File: config.mk
export PLATFORM = sky130hd
export DESIGN_NAME = seq_divider
export DESIGN_NICKNAME = d
export VERILOG_FILES = /design/src/rtl/seq_divider.sv
export SDC_FILE = /design/constraint.sdc
export NUM_CORES = 1
export LEC_CHECK = 0
export CAP_MARGIN = 40
export CORE_UTILIZATION = 58
export DETAILED_ROUTE_END_ITERATION = 6
export PLACE_DENSITY = 0.92
export SLEW_MARGIN = 20
export SYNTH_ARGS = -nofsm -noshare
export SYNTH_HDL_FRONTEND = slang
export SYNTH_SLANG_ARGS = --single-unit
export TNS_END_PERCENT = 30
File: constraint.sdc
create_clock -name clk -period 3.7 [get_ports clk]
set_clock_uncertainty 0.2 [all_clocks]
set_input_delay 0.37 -clock clk [delete_from_list [all_inputs] [get_ports clk]]
set_output_delay 0.37 -clock clk [all_outputs]
set_load 0.005 [all_outputs]
File: src/rtl/seq_divider.sv
// Sequential radix-2 restoring divider for signed two's-complement operands.
// One quotient bit per clock; results and flags are held until the next operation.
module seq_divider #(
   parameter int WIDTH = 16
) (
   input  logic             clk,
   input  logic             clr_n,
   input  logic             start,
   input  logic [WIDTH-1:0] dividend,
   input  logic [WIDTH-1:0] divisor,
   output logic [WIDTH-1:0] quotient,
   output logic [WIDTH-1:0] remainder,
   output logic             busy,
   output logic             done,
   output logic             div_zero,
   output logic             ovf
);

   localparam int CW = $clog2(WIDTH + 1);
   localparam logic [WIDTH-1:0] MOST_NEG = {1'b1, {(WIDTH-1){1'b0}}};

   typedef enum logic [1:0] {IDLE, CALC, FIX, DONE} state_e;

   state_e           state_q, state_d;
   logic [CW-1:0]    cnt_q, cnt_d;
   logic [WIDTH-1:0] rem_q, rem_d;          // partial remainder magnitude
   logic [WIDTH-1:0] dvd_q, dvd_d;          // dividend magnitude, becomes quotient magnitude
   logic [WIDTH-1:0] dsr_q, dsr_d;          // divisor magnitude
   logic [WIDTH-1:0] raw_dvd_q, raw_dvd_d;
   logic             sign_quo_q, sign_quo_d;
   logic             sign_rem_q, sign_rem_d;
   logic             zero_q, zero_d;
   logic [WIDTH-1:0] quotient_q, quotient_d;
   logic [WIDTH-1:0] remainder_q, remainder_d;
   logic             busy_q, busy_d;
   logic             done_q, done_d;
   logic             div_zero_q, div_zero_d;
   logic             ovf_q, ovf_d;
   logic [WIDTH:0]   shifted, trial;

   function automatic logic [WIDTH-1:0] negate(input logic [WIDTH-1:0] v);
      return ~v + WIDTH'(1);
   endfunction

   function automatic logic [WIDTH-1:0] magnitude(input logic [WIDTH-1:0] v);
      return v[WIDTH-1] ? negate(v) : v;
   endfunction

   always_comb begin
      // NOTE: every signal gets a hold value first so no path through the case infers a latch.
      state_d     = state_q;
      cnt_d       = cnt_q;
      rem_d       = rem_q;
      dvd_d       = dvd_q;
      dsr_d       = dsr_q;
      raw_dvd_d   = raw_dvd_q;
      sign_quo_d  = sign_quo_q;
      sign_rem_d  = sign_rem_q;
      zero_d      = zero_q;
      quotient_d  = quotient_q;
      remainder_d = remainder_q;
      div_zero_d  = div_zero_q;
      ovf_d       = ovf_q;
      shifted     = {rem_q, dvd_q[WIDTH-1]};
      trial       = shifted - {1'b0, dsr_q};

      case (state_q)
         IDLE: begin
            if (start) begin
               state_d    = CALC;
               dvd_d      = magnitude(dividend);
               dsr_d      = magnitude(divisor);
               raw_dvd_d  = dividend;
               sign_quo_d = dividend[WIDTH-1] ^ divisor[WIDTH-1];
               sign_rem_d = dividend[WIDTH-1];
               zero_d     = (divisor == '0);
               cnt_d      = CW'(WIDTH);
               rem_d      = '0;
            end
         end
         CALC: begin
            cnt_d = cnt_q - CW'(1);
            if (!trial[WIDTH]) begin
               rem_d = trial[WIDTH-1:0];
               dvd_d = {dvd_q[WIDTH-2:0], 1'b1};
            end else begin
               rem_d = shifted[WIDTH-1:0];
               dvd_d = {dvd_q[WIDTH-2:0], 1'b0};
            end
            if (cnt_q == CW'(1)) state_d = FIX;
         end
         FIX: begin
            state_d = DONE;
            if (zero_q) begin
               quotient_d  = '1;
               remainder_d = raw_dvd_q;
               div_zero_d  = 1'b1;
               ovf_d       = 1'b0;
            end else begin
               quotient_d  = sign_quo_q ? negate(dvd_q) : dvd_q;
               remainder_d = sign_rem_q ? negate(rem_q) : rem_q;
               div_zero_d  = 1'b0;
               // A positive magnitude of 2^(WIDTH-1) only arises from most-negative / -1.
               ovf_d       = !sign_quo_q && (dvd_q == MOST_NEG);
            end
         end
         DONE:    state_d = IDLE;
         default: state_d = IDLE;
      endcase

      busy_d = (state_d == CALC) || (state_d == FIX);
      done_d = (state_q == DONE);
   end

   // NOTE: sequential state uses non-blocking assignments so every flop samples pre-edge values.
   always_ff @(posedge clk or negedge clr_n) begin
      if (!clr_n) begin
         state_q     <= IDLE;
         cnt_q       <= '0;
         rem_q       <= '0;
         dvd_q       <= '0;
         dsr_q       <= '0;
         raw_dvd_q   <= '0;
         sign_quo_q  <= 1'b0;
         sign_rem_q  <= 1'b0;
         zero_q      <= 1'b0;
         quotient_q  <= '0;
         remainder_q <= '0;
         busy_q      <= 1'b0;
         done_q      <= 1'b0;
         div_zero_q  <= 1'b0;
         ovf_q       <= 1'b0;
      end else begin
         state_q     <= state_d;
         cnt_q       <= cnt_d;
         rem_q       <= rem_d;
         dvd_q       <= dvd_d;
         dsr_q       <= dsr_d;
         raw_dvd_q   <= raw_dvd_d;
         sign_quo_q  <= sign_quo_d;
         sign_rem_q  <= sign_rem_d;
         zero_q      <= zero_d;
         quotient_q  <= quotient_d;
         remainder_q <= remainder_d;
         busy_q      <= busy_d;
         done_q      <= done_d;
         div_zero_q  <= div_zero_d;
         ovf_q       <= ovf_d;
      end
   end

   assign quotient  = quotient_q;
   assign remainder = remainder_q;
   assign busy      = busy_q;
   assign done      = done_q;
   assign div_zero  = div_zero_q;
   assign ovf       = ovf_q;

endmodule
==> impl_metrics.env, run 1 <==
export IMPL_run_status="complete, but fails checks"
export IMPL_violations="design-rule violations"
export IMPL_row_count=39
export IMPL_p_int_mw=4.03
export IMPL_worst_path_buf_inv=1
export IMPL_r2r_cells=10
export IMPL_maxClockFrequency_mhz=299
export IMPL_cts_sinks=109
export IMPL_vias_per_cell=6.41
export IMPL_timing_max_transition_violations_final=0
export IMPL_netlist_area_leader_share=0.392
export IMPL_fraction_of_layout_cells_with_a_size_suffix_above_1=0.0571
export IMPL_antenna_diode_count=0
export IMPL_cts_tree="built"
export IMPL_period_minus_slack_ns=3.34
export IMPL_ys_seq_area_frac=0.392
export IMPL_synth_fp_nets=890
export IMPL_nets=929
export IMPL_ys_types=63
export IMPL_grt_first_pass_wirelength_mm=30.0
export IMPL_p_per_area_mw_per_mm2=946
export IMPL_num_vias=6532
export IMPL_clkPwrFrac=0.127
export IMPL_reg2reg_slack_ns=0.36
export IMPL_critical_path_class="reg2reg"
export IMPL_post_synth_top_area_cell="sky130_fd_sc_hd__dfrtp_1"
export IMPL_cts_buffer_depth=2
export IMPL_die_height_um=112
export IMPL_finalWeightedCongestion=0.909
export IMPL_number_of_global_route_vias_before_repair=5953
export IMPL_initial_utilization=0.602
export IMPL_rr_startpoint="dvd_q[15]"
export IMPL_design_core_area_mm2=0.0116
export IMPL_timing_critical_path_cells="inv_1 > ha_1 > fa_1 > nand2b_1 > a21oi_1 > o21ai_0 > a21oi_2 > or2_1 > nor3_1 > a2111o_1"
export IMPL_timing_critical_path_from_type="flop"
export IMPL_cts_buffers=9
export IMPL_wl_per_cell_um=17.7
export IMPL_fin_total_pwr_mw=7.58
export IMPL_syn_inst=832
export IMPL_setup_total_negative_slack_ns=0
export IMPL_drtPass1Iterations=7
export IMPL_drt_first_iter_violations=972
export IMPL_grt_ovfl_total=0
export IMPL_route_detailed_drc=4
export IMPL_synth_yosys_warnings=0
export IMPL_synth_enable_flop_cells=0
export IMPL_sink_of_the_worst_hold_path="cnt_q[4]"
export IMPL_final_area_mm2=0.00801
export IMPL_worst_pin_slew_ns=0.715
export IMPL_ys_async_sr_fraction=1.00
export IMPL_switching_share=0.468
export IMPL_postRouteWirelength_mm=18.0
export IMPL_finalSetupViolCount=0
export IMPL_cp_end_kind="flop"
export IMPL_crit_fanout=10
export IMPL_cts_setup_buffers=0
export IMPL_pin_count_of_the_biggest_net_entering_global_routing=61
export IMPL_min_delay_path_depth=1
export IMPL_critical_path_reg2reg_endpoint="rem_q[8]"
export IMPL_area_growth_pct=15.2
export IMPL_layout_worst_path_cycle_share=0.903
export IMPL_worst_skew_pair_late_latency_ns=0.35
export IMPL_dp_final_hpwl_mm=12.7
export IMPL_final_fill_count=873
export IMPL_die_x_um=112
export IMPL_seqPwrFrac=0.304
export IMPL_worstPathArrival_ns=3.37
export IMPL_clkTransAtPathRegs_ns=0.08
export IMPL_gr_usage_all_layers=0.301
export IMPL_synth_top_flop_cell="sky130_fd_sc_hd__dfrtp_1"
export IMPL_comb_power_share=0.569
export IMPL_netlist_area_before_placement_mm2=0.00696
export IMPL_final_cells=1019
export IMPL_setup_repair_after_global_routing_missed_its_margin="no"
export IMPL_clock_tree_root_cell="sky130_fd_sc_hd__clkbuf_16"
export IMPL_critical_path_max_stage_delay_ns=0.41
export IMPL_critical_path_slowest_cell="sky130_fd_sc_hd__fa_1"
export IMPL_path_category_of_the_worst_min_delay_check="reg2reg"
export IMPL_antenna_found_initial=0
export IMPL_io_pins=71
export IMPL_cap_viol_max_count=0
export IMPL_max_slew_margin=0.519
export IMPL_number_of_nets_still_failing_antenna_checks_after_routing=0
export IMPL_ctsResizeCount=0
export IMPL_port_buffers=70
export IMPL_post_synthesis_sequential_element_count=109
export IMPL_placedInstanceArea_mm2=0.00770
export IMPL_vdd_ir_drop_worst_mv=0.425
export IMPL_cts_htree_levels=3
export IMPL_yosysMostFrequentCell="sky130_fd_sc_hd__nand2_1"
export IMPL_synth_top_cells_by_area="sky130_fd_sc_hd__dfrtp_1, sky130_fd_sc_hd__nand2_1, sky130_fd_sc_hd__o21ai_0, sky130_fd_sc_hd__xor2_1, sky130_fd_sc_hd__ha_1"
export IMPL_worst_path_stages=10
export IMPL_avgSynthCellArea_um2=8.36
export IMPL_required_ns=3.72
export IMPL_min_from="cnt_q[4]"
export IMPL_placed_cells=1002
export IMPL_path_delay_family="compound AO/OA/AOI/OAI gates"
export IMPL_p_leak_nw=3.48
export IMPL_synth_top_cells_by_count="sky130_fd_sc_hd__nand2_1, sky130_fd_sc_hd__dfrtp_1, sky130_fd_sc_hd__o21ai_0"
export IMPL_die_area_mm2=0.0124
export IMPL_switchingPower_mw=3.54
export IMPL_ctsHoldBuffers=1
export IMPL_report_final_hold_viol_count=0
## worst max path at each step
stage | slack (ns) | startpoint | end
final | 0.36 | dvd_q[15] | rem_q[8]
after global routing | 0.1 | dvd_q[15] | rem_q[11]
after CTS | 0.39 | dvd_q[15] | rem_q[8]
after detailed placement | 0.43 | dvd_q[15] | rem_q[8]
after global placement | 0.53 | dvd_q[15] | rem_q[13]
after floorplan | 0.77 | dvd_q[15] | rem_q[10]
## cell families (layout without fill, tap and decap cells)
group | after synthesis | in the layout | share of synthesized area
flip-flops | 109 | 109 | 0.392
AO/OA/AOI/OAI | 224 | 224 | 0.201
XOR/XNOR | 62 | 62 | 0.0781
buffers and inverters | 91 | 135 | 0.0549
AND/OR/NAND/NOR | 313 | 313 | 0.216
adder cells (fa/ha/maj) | 23 | 23 | 0.0424
multiplexers | 10 | 10 | 0.0149
## routing by layer
layer  GRT usage  wire (um)  vias up
li1            -          -     3042
met1       0.410       7480     3058
met2       0.480       8350      373
met3      0.0615       1650       59
met4       0.105        553        0
met5           0          0        -
## cells in the final DEF, fill, tap and decap left out, types with 8 or more instances in the layout
master / count
sky130_fd_sc_hd__o31ai_1: 14
sky130_fd_sc_hd__buf_4: 13
sky130_fd_sc_hd__ha_1: 22
sky130_fd_sc_hd__nand3_1: 16
sky130_fd_sc_hd__inv_1: 35
sky130_fd_sc_hd__clkdlybuf4s50_1: 69
sky130_fd_sc_hd__xnor2_1: 29
sky130_fd_sc_hd__nor4_1: 10
sky130_fd_sc_hd__nand2_1: 134
sky130_fd_sc_hd__nor2_1: 53
sky130_fd_sc_hd__or4_1: 8
sky130_fd_sc_hd__o22ai_1: 16
sky130_fd_sc_hd__clkbuf_16: 9
sky130_fd_sc_hd__nor3_1: 18
sky130_fd_sc_hd__a21oi_1: 43
sky130_fd_sc_hd__or3_1: 8
sky130_fd_sc_hd__nand3b_1: 11
sky130_fd_sc_hd__o41ai_1: 11
sky130_fd_sc_hd__nand4_1: 17
sky130_fd_sc_hd__o21ai_0: 87
sky130_fd_sc_hd__dfrtp_1: 109
sky130_fd_sc_hd__xor2_1: 33
## power by group through the flow
stage / Sequential (mW) / Combinational (mW) / Clock [mW]
after global placement: 2.26 / 4.05 / 0
after CTS: 2.27 / 4.23 / 0.969
final: 2.30 / 4.31 / 0.963
after floorplan: 2.06 / 3.21 / 0
after global routing: 2.36 / 4.76 / 1.02
after detailed placement: 2.29 / 4.17 / 0
## area by class of cell
class	count	area, um2	area share
multi-input combinational	632	3860	0.481
sequential	109	2730	0.340
timing repair buffer	84	818	0.102
clock buffer	10	239	0.0298
tap	143	179	0.0223
inverter	35	131	0.0164
clock inverter	6	61.3	0.00765
## through the flow
step,util,setup WS (ns),hold WS [ns]
after floorplan,-,0.774,-0.126
after global placement,0.666,0.534,0.229
after detailed placement,0.666,0.425,0.232
after CTS,0.693,0.387,0.274
after global routing,0.693,0.0960,0.295
final,0.693,0.358,0.271
## flip-flops by register name (all words and copies together) (netlist names)
signal,cells
rem_q,16
zero_q,1
state_q,2
busy,1
raw_dvd_q,16
div_zero,1
quotient,16
sign_quo_q,1
dsr_q,16
cnt_q,5
ovf,1
done,1
dvd_q,16
remainder,16
No activity file was read; power rests on OpenSTA's default activity.
==> run 2: changes to the inputs <==
ABC_AREA = 1   (was unset)
CORE_MARGIN = 3   (was unset)
==> impl_metrics.env, run 2 <==
export IMPL_run_status="finished clean"
export IMPL_nets=1104
export IMPL_die_x_um=116
export IMPL_cp_end_kind="flop"
export IMPL_r2r_cells=15
export IMPL_worst_skew_pair_late_latency_ns=0.37
export IMPL_postRouteWirelength_mm=18.4
export IMPL_io_pins=71
export IMPL_report_final_hold_viol_count=0
export IMPL_rr_startpoint="dvd_q[15]"
export IMPL_ys_types=41
export IMPL_post_synth_top_area_cell="sky130_fd_sc_hd__dfrtp_1"
export IMPL_setup_total_negative_slack_ns=0
export IMPL_cap_viol_max_count=0
export IMPL_required_ns=3.75
export IMPL_finalSetupViolCount=0
export IMPL_row_count=39
export IMPL_p_leak_nw=4.22
export IMPL_clkTransAtPathRegs_ns=0.07
export IMPL_synth_enable_flop_cells=0
export IMPL_critical_path_class="reg2reg"
export IMPL_reg2reg_slack_ns=1.14
export IMPL_initial_utilization=0.605
export IMPL_cts_tree="built"
export IMPL_ys_seq_area_frac=0.388
export IMPL_maxClockFrequency_mhz=390
export IMPL_number_of_global_route_vias_before_repair=6391
export IMPL_timing_critical_path_from_type="flop"
export IMPL_wl_per_cell_um=15.5
export IMPL_area_growth_pct=15.8
export IMPL_cts_buffers=9
export IMPL_worst_hold_slack_ns=0.214
export IMPL_endpoint="rem_q[10]"
export IMPL_pin_count_of_the_biggest_net_entering_global_routing=53
export IMPL_path_category_of_the_worst_min_delay_check="in2async"
export IMPL_num_vias=6867
export IMPL_critical_path_reg2reg_endpoint="rem_q[10]"
export IMPL_worst_pin_slew_ns=0.658
export IMPL_syn_inst=987
export IMPL_fraction_of_layout_cells_with_a_size_suffix_above_1=0.0542
export IMPL_grt_first_pass_wirelength_mm=30.7
export IMPL_synth_top_flop_cell="sky130_fd_sc_hd__dfrtp_1"
export IMPL_synth_fp_nets=1045
export IMPL_clock_tree_root_cell="sky130_fd_sc_hd__clkbuf_16"
export IMPL_design_core_area_mm2=0.0116
export IMPL_mostFrequentLayoutCell="sky130_fd_sc_hd__nand2_1"
export IMPL_drtPass1Iterations=5
export IMPL_synth_yosys_warnings=0
export IMPL_p_per_area_mw_per_mm2=896
export IMPL_final_cell_mix="sky130_fd_sc_hd__nand2_1, sky130_fd_sc_hd__inv_1, sky130_fd_sc_hd__dfrtp_1"
export IMPL_netlist_area_leader_share=0.388
export IMPL_netlist_area_before_placement_mm2=0.00703
export IMPL_timing_max_transition_violations_final=0
export IMPL_setup_repair_after_global_routing_missed_its_margin="no"
export IMPL_route_detailed_drc=0
export IMPL_grt_ovfl_total=0
export IMPL_vias_per_cell=5.75
export IMPL_antenna_found_initial=0
export IMPL_period_minus_slack_ns=2.56
export IMPL_yosysMostFrequentCell="sky130_fd_sc_hd__nand2_1"
export IMPL_die_area_mm2=0.0135
export IMPL_layout_worst_path_cycle_share=0.693
export IMPL_synth_top_cells_by_area="sky130_fd_sc_hd__dfrtp_1, sky130_fd_sc_hd__nand2_1, sky130_fd_sc_hd__inv_1, sky130_fd_sc_hd__nand3_1, sky130_fd_sc_hd__o21ai_0"
export IMPL_port_buffers=70
export IMPL_antenna_diode_count=0
export IMPL_final_fill_count=933
export IMPL_post_synthesis_sequential_element_count=109
export IMPL_max_slew_margin=0.561
export IMPL_number_of_nets_still_failing_antenna_checks_after_routing=0
export IMPL_gr_usage_all_layers=0.289
export IMPL_avgSynthCellArea_um2=7.12
export IMPL_ys_async_sr_fraction=1.00
export IMPL_vdd_ir_drop_worst_mv=0.660
export IMPL_cts_htree_levels=3
export IMPL_finalWeightedCongestion=0.923
export IMPL_cts_sinks=109
export IMPL_ctsResizeCount=0
export IMPL_worstPathArrival_ns=2.62
export IMPL_synth_top_cells_by_count="sky130_fd_sc_hd__nand2_1, sky130_fd_sc_hd__inv_1, sky130_fd_sc_hd__dfrtp_1"
export IMPL_cts_buffer_depth=2
export IMPL_crit_fanout=9
export IMPL_dp_final_hpwl_mm=13.8
export IMPL_die_height_um=116
export IMPL_startpoint="dvd_q[15]"
export IMPL_drt_first_iter_violations=854
==> run 2: cell types whose count changed in the layout (fill, tap and decap cells not counted), sizes merged, moves of 10 or more <==
cell / change
nor4: -10
nor2: +20
or4: -12
o21ai: -20
o41ai: -12
nand2: +163
o31ai: -10
inv: +103
xnor2: -26
nand3: +68
==> run 2: cell families (layout without fill, tap and decap cells) <==
| family | after synthesis | in the layout | synth area share |
|---|---|---|---|
| fa+ha+maj | 23 | 23 | 0.0420 |
| simple gates | 495 | 495 | 0.308 |
| compound gates | 159 | 159 | 0.130 |
| xor+xnor | 28 | 28 | 0.0349 |
| buf+inv | 172 | 236 | 0.0950 |
| mux | 1 | 1 | 0.00142 |
| flops | 109 | 109 | 0.388 |
==> run 2: metrics by stage <==
stage / setup slack, ns / utilization / instance area (um2) / std cells / power [mW]
3_5_place_dp: 1.17 / 0.676 / 7850 / 1177 / 6.30
3_3_place_gp: 1.28 / 0.674 / 7830 / 1176 / 6.13
4_1_cts: 1.16 / 0.701 / 8140 / 1194 / 7.25
2_1_floorplan: 1.42 / - / 7030 / 987 / 5.14
6_report: 1.14 / 0.701 / 8140 / 1194 / 7.29
5_1_grt: 0.954 / 0.701 / 8140 / 1194 / 7.99
==> run 2: final cells by class <==
| cell class | instances | area [um2] | area share |
|---|---|---|---|
| Tap cell | 143 | 179 | 0.0220 |
| Clock buffer | 9 | 225 | 0.0277 |
| Sequential cell | 109 | 2730 | 0.335 |
| Timing Repair Buffer | 80 | 796 | 0.0978 |
| Inverter | 140 | 526 | 0.0646 |
| Clock inverter | 7 | 50.0 | 0.00615 |
| Multi-Input combinational cell | 706 | 3630 | 0.447 |
==> run 2: worst min path at each step <==
stage,startpoint,endpoint,cells past startpoint
after floorplan,clr_n,busy,0
after global placement,raw_dvd_q[2],raw_dvd_q[2],2
after detailed placement,clr_n,ovf,1
after CTS,clr_n,raw_dvd_q[12],2
after global routing,clr_n,div_zero,2
final,clr_n,div_zero,2
==> run 2: worst max-delay path: stages (launching register included) <==
cell,delay [ns]
sky130_fd_sc_hd__dfrtp_1,0.42
sky130_fd_sc_hd__inv_1,0.11
sky130_fd_sc_hd__ha_1,0.23
sky130_fd_sc_hd__fa_1,0.40
sky130_fd_sc_hd__inv_1,0.11
sky130_fd_sc_hd__nand2_1,0.06
sky130_fd_sc_hd__nand2_1,0.08
sky130_fd_sc_hd__nand3_1,0.10
sky130_fd_sc_hd__nand2_2,0.13
sky130_fd_sc_hd__nand2_4,0.09
sky130_fd_sc_hd__nand2_4,0.10
sky130_fd_sc_hd__nand2_4,0.10
sky130_fd_sc_hd__nand2_4,0.13
sky130_fd_sc_hd__nand2_1,0.07
sky130_fd_sc_hd__nand3_1,0.07
sky130_fd_sc_hd__nand2_1,0.06
==> run 2: per-layer routing <==
metal | vias up | share of wire | global-route usage
li1 | 3304 | - | -
met1 | 3158 | 0.42 | 0.405
met2 | 350 | 0.47 | 0.447
met3 | 55 | 0.087 | 0.0731
met4 | 0 | 0.027 | 0.0866
met5 | - | 0 | 0
==> run 2: repair_timing <==
item | 4_1_cts | 5_1_grt
hold buffers | 1 | 0
setup endpoints to repair | 0 | 0
buffers inserted | 0 | 0
hold endpoints to repair | 28 | 0
==> run 2: power by group <==
part | leakage, nW | internal [mW] | total, mW | switching (mW)
clock network | 0.128 | 0.457 | 0.917 | 0.460
registers | 1.36 | 1.71 | 2.21 | 0.506
logic | 2.73 | 1.61 | 4.16 | 2.55
